==> src/rtl/seq_det_ctrl.sv <==
// Word-to-serial stream controller with an overlapping pattern matcher, a saturating match counter and a threshold irq.
// Optional build macro SEQ_DET_CTRL_HALT_EN: stall streaming after a word that completes with irq set.
module seq_det_ctrl #(
    parameter int WORD_W = 8,
    parameter int PAT_W  = 4,
    parameter int CNT_W  = 8
) (
    input  logic              clk,
    input  logic              reset,
    input  logic              cfg_we,
    input  logic [PAT_W-1:0]  cfg_pattern,
    input  logic [CNT_W-1:0]  cfg_threshold,
    input  logic              in_valid,
    input  logic [WORD_W-1:0] in_data,
    output logic              in_ready,
    output logic              bit_out,
    output logic              bit_valid,
    output logic              match_pulse,
    output logic [CNT_W-1:0]  match_count,
    output logic              irq,
    input  logic              irq_clr,
    output logic              busy
);
    localparam int IDX_W  = $clog2(WORD_W);
    localparam int FILL_W = $clog2(PAT_W + 1);

    typedef enum logic [1:0] {
        IDLE,
        SHIFT
`ifdef SEQ_DET_CTRL_HALT_EN
        , HALT
`endif
    } state_t;

    state_t            state;
    logic [WORD_W-1:0] shreg;
    logic [IDX_W-1:0]  idx;
    logic [PAT_W-1:0]  hist;
    logic [FILL_W-1:0] fill;
    logic [PAT_W-1:0]  pattern;
    logic [CNT_W-1:0]  threshold;

    logic [PAT_W:0]    ext;
    logic [PAT_W-1:0]  cand;
    logic              hit;
    logic              last_bit;
    logic              cfg_ok;
    logic [CNT_W-1:0]  cnt_nxt;
    logic              irq_nxt;

    assign bit_out = shreg[WORD_W-1];

    // The window is formed through a PAT_W+1 wide concat so PAT_W==1 needs no special slice.
    always_comb begin
        ext      = {hist, bit_out};
        cand     = ext[PAT_W-1:0];
        hit      = bit_valid && (fill >= FILL_W'(PAT_W - 1)) && (cand == pattern);
        last_bit = bit_valid && (idx == IDX_W'(WORD_W - 1));
        cfg_ok   = cfg_we && !busy;
        cnt_nxt  = match_count;
        irq_nxt  = irq;
        if (irq_clr) begin
            cnt_nxt = '0;
            irq_nxt = 1'b0;
        end
        // A match in the same cycle as irq_clr counts from zero and may still set irq.
        if (hit) begin
            if (!(&cnt_nxt))
                cnt_nxt = cnt_nxt + 1'b1;
            if ((threshold != '0) && (cnt_nxt == threshold))
                irq_nxt = 1'b1;
        end
        if (cfg_ok) begin
            cnt_nxt = '0;
            irq_nxt = 1'b0;
        end
    end

    always_ff @(posedge clk) begin
        if (reset) begin
            state       <= IDLE;
            shreg       <= '0;
            idx         <= '0;
            hist        <= '0;
            fill        <= '0;
            pattern     <= '0;
            threshold   <= '0;
            match_count <= '0;
            irq         <= 1'b0;
            match_pulse <= 1'b0;
            in_ready    <= 1'b1;
            bit_valid   <= 1'b0;
            busy        <= 1'b0;
        end else begin
            match_pulse <= hit;
            match_count <= cnt_nxt;
            irq         <= irq_nxt;
            if (bit_valid) begin
                hist <= cand;
                if (fill != FILL_W'(PAT_W))
                    fill <= fill + 1'b1;
            end
            // cfg_ok implies no bit in flight, so this never races the history update above.
            if (cfg_ok) begin
                pattern   <= cfg_pattern;
                threshold <= cfg_threshold;
                hist      <= '0;
                fill      <= '0;
            end
            case (state)
                IDLE: begin
                    if (in_valid && in_ready) begin
                        shreg     <= in_data;
                        idx       <= '0;
                        state     <= SHIFT;
                        in_ready  <= 1'b0;
                        bit_valid <= 1'b1;
                        busy      <= 1'b1;
                    end
                end
                SHIFT: begin
                    shreg <= shreg << 1;
                    idx   <= idx + 1'b1;
                    if (last_bit) begin
                        bit_valid <= 1'b0;
                        busy      <= 1'b0;
                        state     <= IDLE;
                        in_ready  <= 1'b1;
`ifdef SEQ_DET_CTRL_HALT_EN
                        if (irq_nxt) begin
                            state    <= HALT;
                            in_ready <= 1'b0;
                        end
`endif
                    end
                end
`ifdef SEQ_DET_CTRL_HALT_EN
                HALT: begin
                    if (irq_clr || cfg_ok) begin
                        state    <= IDLE;
                        in_ready <= 1'b1;
                    end
                end
`endif
                default: state <= IDLE;
            endcase
        end
    end
endmodule

==> config.mk <==
export PLATFORM = sky130hd
export DESIGN_NAME = seq_det_ctrl
export DESIGN_NICKNAME = d
export VERILOG_FILES = /design/src/rtl/seq_det_ctrl.sv
export SDC_FILE = /design/constraint.sdc
export NUM_CORES = 1
export LEC_CHECK = 0
export ABC_AREA = 0
export CORE_AREA = 2 2 97 99
export DETAILED_ROUTE_END_ITERATION = 7
export DIE_AREA = 0 0 99 101
export HOLD_SLACK_MARGIN = 0.08
export MAX_ROUTING_LAYER = met4
export PLACE_DENSITY_LB_ADDON = 0.15
export SLEW_MARGIN = 10
export SYNTH_ARGS = -nofsm -noshare
export SYNTH_HDL_FRONTEND = slang
export SYNTH_SLANG_ARGS = --single-unit
==> constraint.sdc <==
create_clock -name clk -period 3.7 [get_ports clk]
set_input_delay 1.11 -clock clk [delete_from_list [all_inputs] [get_ports clk]]
set_output_delay 1.11 -clock clk [all_outputs]
set_load 0.02 [all_outputs]
# Yosys cells after proc, flatten, opt, wreduce, memory -nomap -nowiden
# Cells that the tools add are included.
[totals]
regBits = 43
latchBits = 0
mem_bits_rw = 0
mem_bits_ro = 0
inputBits = 25
output_inout_bits = 14
wordCells = 59
memories = 0
[op_classes]
add_sub_neg = 3
n_mul = 0
div = 0
magnitude_cmp = 1
n_eq_ne = 7
shift = 0
muxes = 20
n_bitwise = 0
reduce_logical = 16
[op_table]
columns = ["op", "count"]
rows = [
  ["8-bit two-way mux", 5],
  ["8-bit case mux with 2 select lines", 1],
  ["8-bit by 1-bit adder with 8-bit output, second input constant", 1],
  ["8-bit == test", 1],
  ["8-bit AND reduction", 1],
  ["8-bit nonzero test", 1],
  ["1-bit two-way mux", 7],
  ["3-bit by 1-bit adder with 3-bit output, second input constant", 2],
  ["1-bit logical AND", 6],
  ["3-bit case mux with 2 select lines", 1],
  ["2-bit AND reduction", 3],
  ["4-bit == test", 1],
  ["2-bit two-way mux", 2],
  ["2-bit != test, second input constant", 2],
  ["1-bit case mux with 2 select lines", 2],
  ["2-bit case mux with 2 select lines", 1],
  ["3-bit == test, second input constant", 1],
  ["3-bit by 2-bit >= comparator with 1-bit output, second input constant", 1],
  ["3-bit two-way mux", 1],
  ["3-bit != test, second input constant", 1],
  ["3-bit AND reduction", 1],
  ["2-bit by 1-bit == test with 1-bit output, second input constant", 1],
  ["2-bit logical NOT", 1],
  ["2-bit nonzero test", 1],
  ["2 further kinds", 2],
]

# Longest topological paths before layout
[logic_depth]
ltp_word = 8
ltp_mapped = 9
ltp_nobuf = 8

# Worst setup path before layout
# No wires, ideal clock.
[synth_path]
kind = "input to register"
start = "input port irq_clr"
end = "register irq"
setup_ps = 69
t_arrival_ps = 2871
required_ps = 3631
setup_slack_ps = 760
stages = 9
path_buffers = 1
cell_sequence = "buf_6 -> nor2b_1 -> ha_1 -> nand3_1 -> o31a_1 -> or3_1 -> a22oi_2 -> o2111ai_1 -> o21ai_1"
[synth_via]
elab_chain_cells = 8
elab_cells_between_ends = 10
cone_classes = "add/sub: 1; eq/ne: 1; mux: 6; reduce/logical: 2"
[synth_rtl]
columns = ["item", "line_no", "rtl"]
rows = [
  ["start, declared", "21", "input logic irq_clr,"],
  ["8-bit two-way mux", "62", "if (irq_clr) begin"],
  ["8-bit by 1-bit adder with 8-bit output or 8-bit AND reduction (tied branches)", "69, 68", ""],
  ["8-bit two-way mux", "68", "if (!(&cnt_nxt))"],
  ["8-bit two-way mux", "67", "if (hit) begin"],
  ["8-bit == test", "70", "if ((threshold != '0) && (cnt_nxt == threshold))"],
  ["1-bit logical AND", "70", ""],
  ["1-bit two-way mux", "70", ""],
  ["1-bit two-way mux (*)", "67", ""],
  ["end signal, assigned", "97", "irq <= irq_nxt;"],
  ["end, declared", "20", "output logic irq,"],
]
# Every way passes the cells marked *; elsewhere a longest branch is shown, timed or not. The select of a mux whose other input is x is not followed.
# A chain may end at the register's enable or synchronous reset.

# Worst setup path in the final report
# Ends and elaborated chain as after synthesis.

==> run metrics <==
status=finished clean; Syn Area/Cell=7.98 um^2; Primary FF master, synth=dfxtp_1; vias per cell=4.73; Std-Cell Rows=35; layout cells sized above 1=8.06%; post-route DRC violation count=0; Vert. Die Dim=101 um; sequential share of the synthesized area=37.5%; Final Setup Violations=0; fraction of registers with async set/reset=0%; vias in the first global route=1927; Post-Syn Nets=305; Num CTS Buffers=5; Mapped Area=2190 um^2; first-pass GRT wire length=9.48 mm; Post-CTS Setup Bufs=0; Clock Sinks=41; worst-path cell chain=clkdlybuf4s50_1, nor2b_1, ha_1, and3_1, nor3_1, a211o_1, a2111oi_0, o2111ai_1, o21ai_1; Layout area overhead=26.7%; Ys Warns=0; number of cells produced by synthesis=274; Hold Path Origin=pattern[0]$_SDFFE_PP0P_; Worst Path Class, Setup=input pin to flip-flop; Reg-to-Reg Start=fill[0]$_SDFFE_PP0P_; Largest stage delay, worst path=0.45 ns; Slew @ Worst Pin=0.830 ns; antenna violations before repair=0; CTS tree=yes; PD cells=328 nW/um^2; critical path's top delay family=compound AO/OA/AOI/OAI gates; flop-to-flop setup slack=1.24 ns; router iterations before antenna repair=4; Power, Total=0.908 mW; Clock Tree Buf Depth=2; skew final=0.0109 ns; largest net degree at the start of global routing=27; Max transition margin=44.6%; hold-critical path depth=2; critical-path maximum fanout=8; total track usage=12.2%; number of port buffers=38; Worst Reg-to-Reg Cells=8; gpl congestion=0.750; ant diodes=0; cts hold-fix bufs=0; Buf/Inv on CP=1; P_leak=1.04 nW; die span in x=99 um; DPL Wire Length=4.16 mm; Skew-Pair Late Insertion Delay=0.30 ns; Worst Path Required=3.93 ns; maxcap violations=0; Final Net Count=340; Max Fclk=0.317 GHz; Max VDD drop=0.134 mV; Core Region=8980 um^2; Yosys cell types=49; Final min period=3.15 ns; IO Count=39; DR WL/cell=13.3 um; Yosys reg bits=41; hold crit path type=flip-flop to flip-flop; Total Neg Setup Slack=0 ns; Reg2Reg Capture Point=irq$_SDFF_PP0_; startpoint types=input pin; WHS Endpoint=pattern[0]$_SDFFE_PP0P_; clock-pin slew on the worst setup and hold paths=0.08 ns; WL final=5.60 mm; full die area=10000 um^2; post-cts resize count=0; final hold vios=0; Post-synth EDFFs=0; H-tree Lvls=2; Initial DRC Count=75; WP data arrival=3.39 ns; Crit-path slowest cell=clkdlybuf4s50_1; Via Count=1993; post-route ant nets=0; root buffer cell=clkbuf_8; grt total ovfl=0; Min Hold Slack=0.472 ns; Tcrit/Tclk final=85.2%; Critical Path Sink Type=flip-flop; initial core utilization=24.4%; RSZ-0062 raised after global routing=no; Final Max Tran Viols=0
==> Yosys cell counts (all sizes together), types with 2 or more instances <==
library cell	count	area (um^2)
dfxtp	41	821
a21oi	40	200
nand2	36	135
nor2	26	97.6
nand3	14	70.1
clkbuf	12	45.0
inv	7	26.3
nor2b	7	58.8
nor3	7	40.0
xnor2	7	61.3
xor2	7	61.3
ha	6	75.1
nand2b	6	37.5
and3	5	31.3
buf	5	35.0
mux2i	5	50.1
nor4	5	37.5
o21ai	5	25.0
nand4	3	18.8
a2111oi	2	17.5
a211o	2	17.5
a21boi	2	15.0
a21o	2	15.0
and4	2	17.5
mux2	2	22.5
nor3b	2	15.0
==> placed cells by master, fill, tap and decap left out, drive strengths merged, types with 3 or more instances in the layout <==
| master | synthesis | layout |
|---|---|---|
| dfxtp | 41 | 41 |
| a21oi | 40 | 40 |
| clkdlybuf4s50 | 0 | 38 |
| nand2 | 36 | 36 |
| nor2 | 26 | 26 |
| nand3 | 14 | 14 |
| inv | 7 | 7 |
| xor2 | 7 | 7 |
| xnor2 | 7 | 7 |
| buf | 5 | 7 |
| nor3 | 7 | 7 |
| nor2b | 7 | 7 |
| nand2b | 6 | 6 |
| ha | 6 | 6 |
| and3 | 5 | 5 |
| mux2i | 5 | 5 |
| clkbuf | 12 | 5 |
| nor4 | 5 | 5 |
| o21ai | 5 | 5 |
| nand4 | 3 | 3 |
| clkinv | 0 | 3 |
==> metal layers <==
layer	wire [um]	share of wire, %	vias to the layer above	track usage, %
met5	0	0	-	-
met4	70	1.3	0	3.69
met3	181	3.2	8	2.29
met2	2640	47	40	20.0
met1	2700	48	920	15.3
li1	-	-	1025	-
==> registers in the layout, summed over array words and instances (netlist names) <==
name	count
busy	1
fill	3
hist	3
idx	3
in_ready	1
irq	1
match_count	8
match_pulse	1
pattern	4
shreg	8
threshold	8
==> kinds of logic (layout without fill, tap and decap cells) <==
logic type / count (synthesis) / in the layout / synth area share (%)
and+or+nand+nor: 121 / 121 / 28.8
AOI/OAI and AO/OA: 61 / 61 / 16.5
DFF: 41 / 41 / 37.5
buffers and inverters: 24 / 60 / 4.86
xor gates and xnor gates: 14 / 14 / 5.61
muxes: 7 / 7 / 3.32
adders and majority gates: 6 / 6 / 3.43
==> power by group <==
group	switching, mW	total [mW]	internal (mW)
registers	0.0167	0.476	0.459
logic	0.0648	0.131	0.0657
clock network	0.168	0.302	0.134
total	0.250	0.908	0.659
==> worst max path at each step <==
stage	end	slack, ns	depth (start not counted)	from
6_report	irq$_SDFF_PP0_	0.55	9	irq_clr
5_1_grt	irq$_SDFF_PP0_	0.24	9	irq_clr
4_1_cts	irq$_SDFF_PP0_	0.57	9	irq_clr
3_5_place_dp	irq$_SDFF_PP0_	0.27	9	irq_clr
3_3_place_gp	irq$_SDFF_PP0_	0.37	9	irq_clr
2_1_floorplan	irq$_SDFF_PP0_	0.76	9	irq_clr
==> tightest hold or removal path, cell delays in order, from the launching register on <==
cell and delay [ns]:
dfxtp_1 0.32, nand2_1 0.06, a21oi_1 0.05
==> metrics by stage <==
step | utilization [%] | instances | cell area (um^2) | worst slack [ns]
floorplan | - | 274 | 2190 | 0.760
global placement | 29.8 | 413 | 2680 | 0.371
detailed placement | 29.8 | 413 | 2680 | 0.269
CTS | 30.9 | 421 | 2770 | 0.570
global route | 30.9 | 421 | 2770 | 0.243
finish | 30.9 | 421 | 2770 | 0.548
==> area by class of cell <==
class,count,area (um^2)
clock buffers,5,68.8
clock inverters,3,22.5
fillers,989,6210
inverters,7,26.3
multi-input cells,209,1260
flip-flops and latches,41,821
well taps,111,139
repair buffers,45,433
(Power assumes the default switching activity.)
